===== src/rtl/pwm_sched_pkg.sv =====
// rtl/pwm_sched_pkg.sv - shared constants and FSM encoding for the PWM duty scheduler
package pwm_sched_pkg;

  localparam int PWM_NUM_CH         = 4;
  localparam int PWM_DATA_WIDTH     = 12;
  localparam int PWM_PRESCALE_WIDTH = 8;

  typedef enum logic [1:0] {
    ST_IDLE = 2'd0,
    ST_ARM  = 2'd1,
    ST_RUN  = 2'd2,
    ST_STOP = 2'd3
  } sched_state_t;

endpackage


===== src/rtl/pwm_sched_channel.sv =====
// rtl/pwm_sched_channel.sv - one channel: shadow/active duty, pending flag and registered compare
module pwm_sched_channel
  import pwm_sched_pkg::*;
#(
  parameter int DATA_WIDTH = PWM_DATA_WIDTH
) (
  input  logic                  up_clk,
  input  logic                  up_rstn,
  input  logic [DATA_WIDTH-1:0] duty,
  input  logic                  duty_valid,
  output logic                  duty_ready,
  input  logic                  arm,
  input  logic                  wrap,
  input  logic                  running,
  input  logic [DATA_WIDTH-1:0] counter,
  output logic                  pwm
);

  logic [DATA_WIDTH-1:0] shadow;
  logic [DATA_WIDTH-1:0] active;
  logic                  pending;
  logic                  capture;

  assign duty_ready = ~pending;
  assign capture    = duty_valid & ~pending;

  // A capture coinciding with a wrap keeps pending set, so it lands on the following wrap.
  always_ff @(posedge up_clk or negedge up_rstn) begin
    if (!up_rstn) begin
      shadow  <= '0;
      active  <= '0;
      pending <= 1'b0;
      pwm     <= 1'b0;
    end else begin
      if (capture) shadow <= duty;
      if (arm) active <= shadow;
      else if (wrap && pending) active <= shadow;
      if (capture) pending <= 1'b1;
      else if (arm || wrap) pending <= 1'b0;
      pwm <= running && (counter < active);
    end
  end

endmodule


===== src/rtl/pwm_duty_scheduler.sv =====
// rtl/pwm_duty_scheduler.sv - shared prescaler, period counter and run FSM driving NUM_CH PWM channels
module pwm_duty_scheduler
  import pwm_sched_pkg::*;
#(
  parameter int NUM_CH     = PWM_NUM_CH,
  parameter int DATA_WIDTH = PWM_DATA_WIDTH
) (
  input  logic                          up_clk,
  input  logic                          up_rstn,
  input  logic                          enable,
  input  logic [DATA_WIDTH-1:0]         period,
  input  logic [PWM_PRESCALE_WIDTH-1:0] prescale,
  input  logic [DATA_WIDTH-1:0]         duty_0,
  input  logic [DATA_WIDTH-1:0]         duty_1,
  input  logic [DATA_WIDTH-1:0]         duty_2,
  input  logic [DATA_WIDTH-1:0]         duty_3,
  input  logic [NUM_CH-1:0]             duty_valid,
  output logic [NUM_CH-1:0]             duty_ready,
  output logic [NUM_CH-1:0]             pwm,
  output logic                          period_sync,
  output logic                          busy
);

  sched_state_t                  state;
  sched_state_t                  next_state;
  logic [DATA_WIDTH-1:0]         counter;
  logic [DATA_WIDTH-1:0]         period_act;
  logic [PWM_PRESCALE_WIDTH-1:0] prescaler;
  logic [PWM_PRESCALE_WIDTH-1:0] prescale_act;
  logic                          running;
  logic                          arm;
  logic                          tick;
  logic                          wrap;
  logic [DATA_WIDTH-1:0]         duty_arr [NUM_CH];

  assign running = (state == ST_RUN) || (state == ST_STOP);
  assign arm     = (state == ST_ARM);
  assign tick    = running && (prescaler == prescale_act);
  assign wrap    = tick && (counter == period_act);

  assign duty_arr[0] = duty_0;
  assign duty_arr[1] = duty_1;
  assign duty_arr[2] = duty_2;
  assign duty_arr[3] = duty_3;

  always_comb begin
    next_state = state;
    case (state)
      ST_IDLE: if (enable) next_state = ST_ARM;
      ST_ARM:  next_state = ST_RUN;
      ST_RUN:  if (!enable) next_state = ST_STOP;
      ST_STOP: begin
        if (enable) next_state = ST_RUN;
        else if (wrap) next_state = ST_IDLE;
      end
      default: next_state = ST_IDLE;
    endcase
  end

  // Prescale is latched alongside period so mid-period input changes cannot stretch a period.
  always_ff @(posedge up_clk or negedge up_rstn) begin
    if (!up_rstn) begin
      state        <= ST_IDLE;
      counter      <= '0;
      prescaler    <= '0;
      period_act   <= '0;
      prescale_act <= '0;
      period_sync  <= 1'b0;
      busy         <= 1'b0;
    end else begin
      state       <= next_state;
      period_sync <= wrap;
      busy        <= (next_state != ST_IDLE);
      if (arm) begin
        counter      <= '0;
        prescaler    <= '0;
        period_act   <= period;
        prescale_act <= prescale;
      end else if (running) begin
        prescaler <= tick ? '0 : prescaler + PWM_PRESCALE_WIDTH'(1);
        if (wrap) begin
          counter      <= '0;
          period_act   <= period;
          prescale_act <= prescale;
        end else if (tick) begin
          counter <= counter + DATA_WIDTH'(1);
        end
      end
    end
  end

  for (genvar i = 0; i < NUM_CH; i++) begin : g_ch
    pwm_sched_channel #(
      .DATA_WIDTH(DATA_WIDTH)
    ) u_ch (
      .up_clk    (up_clk),
      .up_rstn   (up_rstn),
      .duty      (duty_arr[i]),
      .duty_valid(duty_valid[i]),
      .duty_ready(duty_ready[i]),
      .arm       (arm),
      .wrap      (wrap),
      .running   (running),
      .counter   (counter),
      .pwm       (pwm[i])
    );
  end

endmodule


===== config.mk =====
export PLATFORM = sky130hd
export DESIGN_NAME = pwm_duty_scheduler
export DESIGN_NICKNAME = d
export VERILOG_FILES = /design/src/rtl/pwm_sched_pkg.sv /design/src/rtl/pwm_sched_channel.sv /design/src/rtl/pwm_duty_scheduler.sv
export SDC_FILE = /design/constraint.sdc
export NUM_CORES = 1
export LEC_CHECK = 0
export ABC_AREA = 0
export CELL_PAD_IN_SITES_DETAIL_PLACEMENT = 0
export CELL_PAD_IN_SITES_GLOBAL_PLACEMENT = 1
export CORE_UTILIZATION = 42
export CTS_CLUSTER_DIAMETER = 100
export DETAILED_ROUTE_END_ITERATION = 7
export PLACE_DENSITY_LB_ADDON = 0.1
export SYNTH_ARGS = -nofsm -noshare
export SYNTH_HDL_FRONTEND = slang
export SYNTH_SLANG_ARGS = --single-unit

===== constraint.sdc =====
create_clock -name up_clk -period 2 [get_ports up_clk]
set_input_delay 0.4 -clock up_clk [delete_from_list [all_inputs] [get_ports up_clk]]
set_output_delay 0.4 -clock up_clk [all_outputs]
set_load 0.02 [all_outputs]

==> results by group <==
Critical path
  • Crit path max-delay family: simple AND/OR/NAND/NOR gates
  • Worst-path maximum fanout: 6
  • Crit path cell chain: xor2_1, nor4_2, buf_4, and3_4, buf_12, a31oi_4, buf_6, mux2_4
  • Crit path DAT: 2420 ps
  • Crit path required time: 2300 ps
  • Worst setup SP type: flop
  • Crit path largest cell delay: 400 ps
  • CP max stage cell: dfrtp_1
  • Crit Path Category: reg -> reg
  • Worst Setup End Kind: flop
  • Buffers & Inverters on Critical Path: 3

Floorplan
  • Die Span X: 136 µm
  • Core Area: 17400 µm²
  • I/O pin cnt: 85
  • Die area: 18500 µm²
  • Initial core utilization: 43.4%
  • FP Rows: 48
  • Die Y-Extent: 136 µm

Power and ir drop
  • Leakage power: 0.00473 µW
  • P_int: 6470 µW
  • Sequential power share: 44.1%
  • Clk pwr share: 36.3%
  • Pwr dens: 870 nW/µm²
  • P_sw: 2280 µW
  • Logic gate share of total power: 19.6%
  • Switching fraction of total power: 26.1%
  • Worst vdd ir: 0.000750 V
  • Total power: 8750 µW

CTS
  • Worst-path clk slew: 60 ps
  • CTS buffer count: 17
  • H-tree levels: 4
  • Insertion delay to the later sink of the worst-skew pair: 410 ps
  • CTS max path bufs: 2
  • CTS root buffer: clkbuf_16
  • CTS tree: yes
  • Clk sinks: 148

Finish
  • # diodes: 0
  • Ratio of cells with drive above 1 in the final layout: 35.0%
  • Final Non-Filler Cells: 966
  • NumNets Final: 849
  • Layout area overhead: 33.3%
  • Commonest cells after routing, fill and taps aside: dfrtp_1, clkdlybuf4s50_1, mux2_2, mux2_4, buf_4
  • Most common cell after layout, fill and taps aside: dfrtp_1

STA
  • Unrepaired setup endpoints after global routing: yes
  • Clock Skew: 7.63 ps
  • Final worst-path cycle share: 106%
  • Post-route setup slack: -118 ps
  • Final setup viols: 67
  • Sum Neg Setup Slack: -5400 ps
  • Rel. slew slack: 61.2%
  • Max Freq: 472 MHz
  • Fin crit period: 2120 ps
  • Worst-margin pin slew: 581 ps
  • Final hold vios: 0
  • Final count of pins violating max slew: 0

Placed design
  • Placed Instances: 904
  • Placer Congestion: 0.793
  • Buffers on Ports: 84
  • DP Wirelength: 11.4 mm

GRT
  • Largest net degree at the start of global routing: 54
  • Initial antenna violation count: 0
  • Vias in the first global route: 5265
  • Grt ovf: 0
  • First-pass GRT wire length: 27.3 mm
  • Total track usage: 19.7%

Detailed routing
  • Final WL: 16.9 mm
  • Detail Route Antenna Nets: 0
  • Drt initial violations: 182
  • DR vias: 4946
  • DR vias/cell: 5.12
  • Wirelength per Cell: 17.5 µm
  • TritonRoute pass-1 iters: 4
  • DRC Markers: 0

Logic synthesis
  • Net count after synthesis: 695
  • Syn Area/Cell: 13.2 µm²
  • Synth unique cells: 49
  • EDFF count, synth: 0
  • Register area share after synthesis: 49.0%
  • Post-Syn Area: 7550 µm²
  • Synth Instances: 574
  • Prevailing post-synth register cell: dfrtp_1
  • Async SR Flop Fraction: 100%
  • Flops & latches, synth: 148
  • YS warnings: 0

Worst hold path
  • Worst Hold Class: in -> async

Run status
  • Outcome: finished, violations left
  • Failing checks: setup timing

Run
  • Number of max-cap violations: 0
timing repair:
item                                    in CTS  in global routing
hold buffers                                 1                  0
endpoints found under the hold margin       30                  0
gates cloned                                 2                  3
buffers inserted                            19                  5
resized for setup                           20                 25
endpoints found under the setup margin      83                 90
pin swaps                                   15                 19
final timing paths:
path / slack [ps] / endpoint / startpoint / depth (start not counted)
setup / recovery: -120 / g_ch[0].u_ch.active[6] / counter[7] / 8
hold / removal: 450 / prescale_act[5] / up_rstn / 2
setup reg to reg: -120 / g_ch[0].u_ch.active[6] / counter[7] / 8
hold reg to reg: 500 / g_ch[2].u_ch.active[5] / g_ch[2].u_ch.shadow[5] / 1
max in group asynchronous: 930 / g_ch[2].u_ch.active[2] / up_rstn / 3
min in group up_clk: 500 / g_ch[2].u_ch.active[5] / g_ch[2].u_ch.shadow[5] / 1
routing by layer:
layer / vias to the layer above / wire length (µm) / global-route usage (%)
met3: 12 / 494 / 3.58
met1: 2512 / 7450 / 24.7
met5: - / 0 / 0
li1: 2344 / - / -
met4: 0 / 166 / 7.04
met2: 78 / 8790 / 33.6
logic make-up after synthesis:
| kind of cell | synth area share, % |
|---|---|
| xor+xnor | 3.25 |
| fa+ha+maj | 7.62 |
| mux | 20.2 |
| compound gates | 8.60 |
| flops | 49.0 |
| buf+inv | 5.14 |
| simple gates | 6.16 |
flip-flops by register name, indices dropped and copies added (netlist names):
name               count
counter               12
busy                   1
period_act            12
state                  2
period_sync            1
g_ch.u_ch.shadow      48
g_ch.u_ch.active      48
g_ch.u_ch.pwm          4
prescaler              8
prescale_act           8
g_ch.u_ch.pending      4
stage by stage:
stage / hold WS, ps / cell area (µm²) / utilization (%) / worst slack, ps
floorplan: 104 / 7570 / - / -17.7
finish: 447 / 10100 / 57.8 / -118
global route: 465 / 10100 / 57.8 / -216
CTS: 450 / 9810 / 56.3 / -77.9
global placement: 320 / 8900 / 51.1 / -290
detailed placement: 324 / 8900 / 51.1 / -317
Yosys cell counts (2+ instances only):
library cell / number / share of area (%)
a211oi_1: 8 / 0.80
a21o_1: 21 / 2.1
a21oi_1: 2 / 0.13
a221oi_1: 4 / 0.46
a311oi_1: 4 / 0.46
a31oi_1: 2 / 0.17
a31oi_4: 4 / 1.1
and2_1: 3 / 0.25
and3_1: 6 / 0.50
and4_1: 5 / 0.58
buf_2: 4 / 0.27
buf_4: 8 / 0.80
buf_6: 8 / 1.2
clkbuf_1: 8 / 0.40
dfrtp_1: 148 / 49
ha_1: 46 / 7.6
inv_1: 50 / 2.5
mux2_2: 60 / 8.9
mux2_4: 56 / 11
nand2_1: 12 / 0.60
nand2b_1: 10 / 0.83
nand3_1: 9 / 0.60
nand4_1: 2 / 0.17
nor2_1: 8 / 0.40
nor2b_1: 7 / 0.58
nor3_1: 3 / 0.20
nor4_1: 6 / 0.50
o2111a_1: 4 / 0.60
o21a_1: 4 / 0.40
o21ai_0: 15 / 0.99
o22a_1: 2 / 0.23
o41ai_1: 2 / 0.23
xnor2_1: 15 / 1.7
xor2_1: 13 / 1.5
power groups by stage:
stage,logic (µW),clock network (µW),registers [µW]
2_1_floorplan,1000,0,3840
3_3_place_gp,1620,0,3910
3_5_place_dp,1660,0,3930
4_1_cts,1700,3250,3870
5_1_grt,1890,3390,3940
6_report,1710,3180,3860
area by class of cell:
type / instances / area [µm²]
sequential: 148 / 3710
tap: 225 / 282
clock buffer: 21 / 470
multi-input combinational: 349 / 3630
fill: 1444 / 7350
inverter: 50 / 188
clock inverter: 11 / 124
timing repair buffer: 162 / 1670
Note: power is estimated with default switching activity, not from simulation.
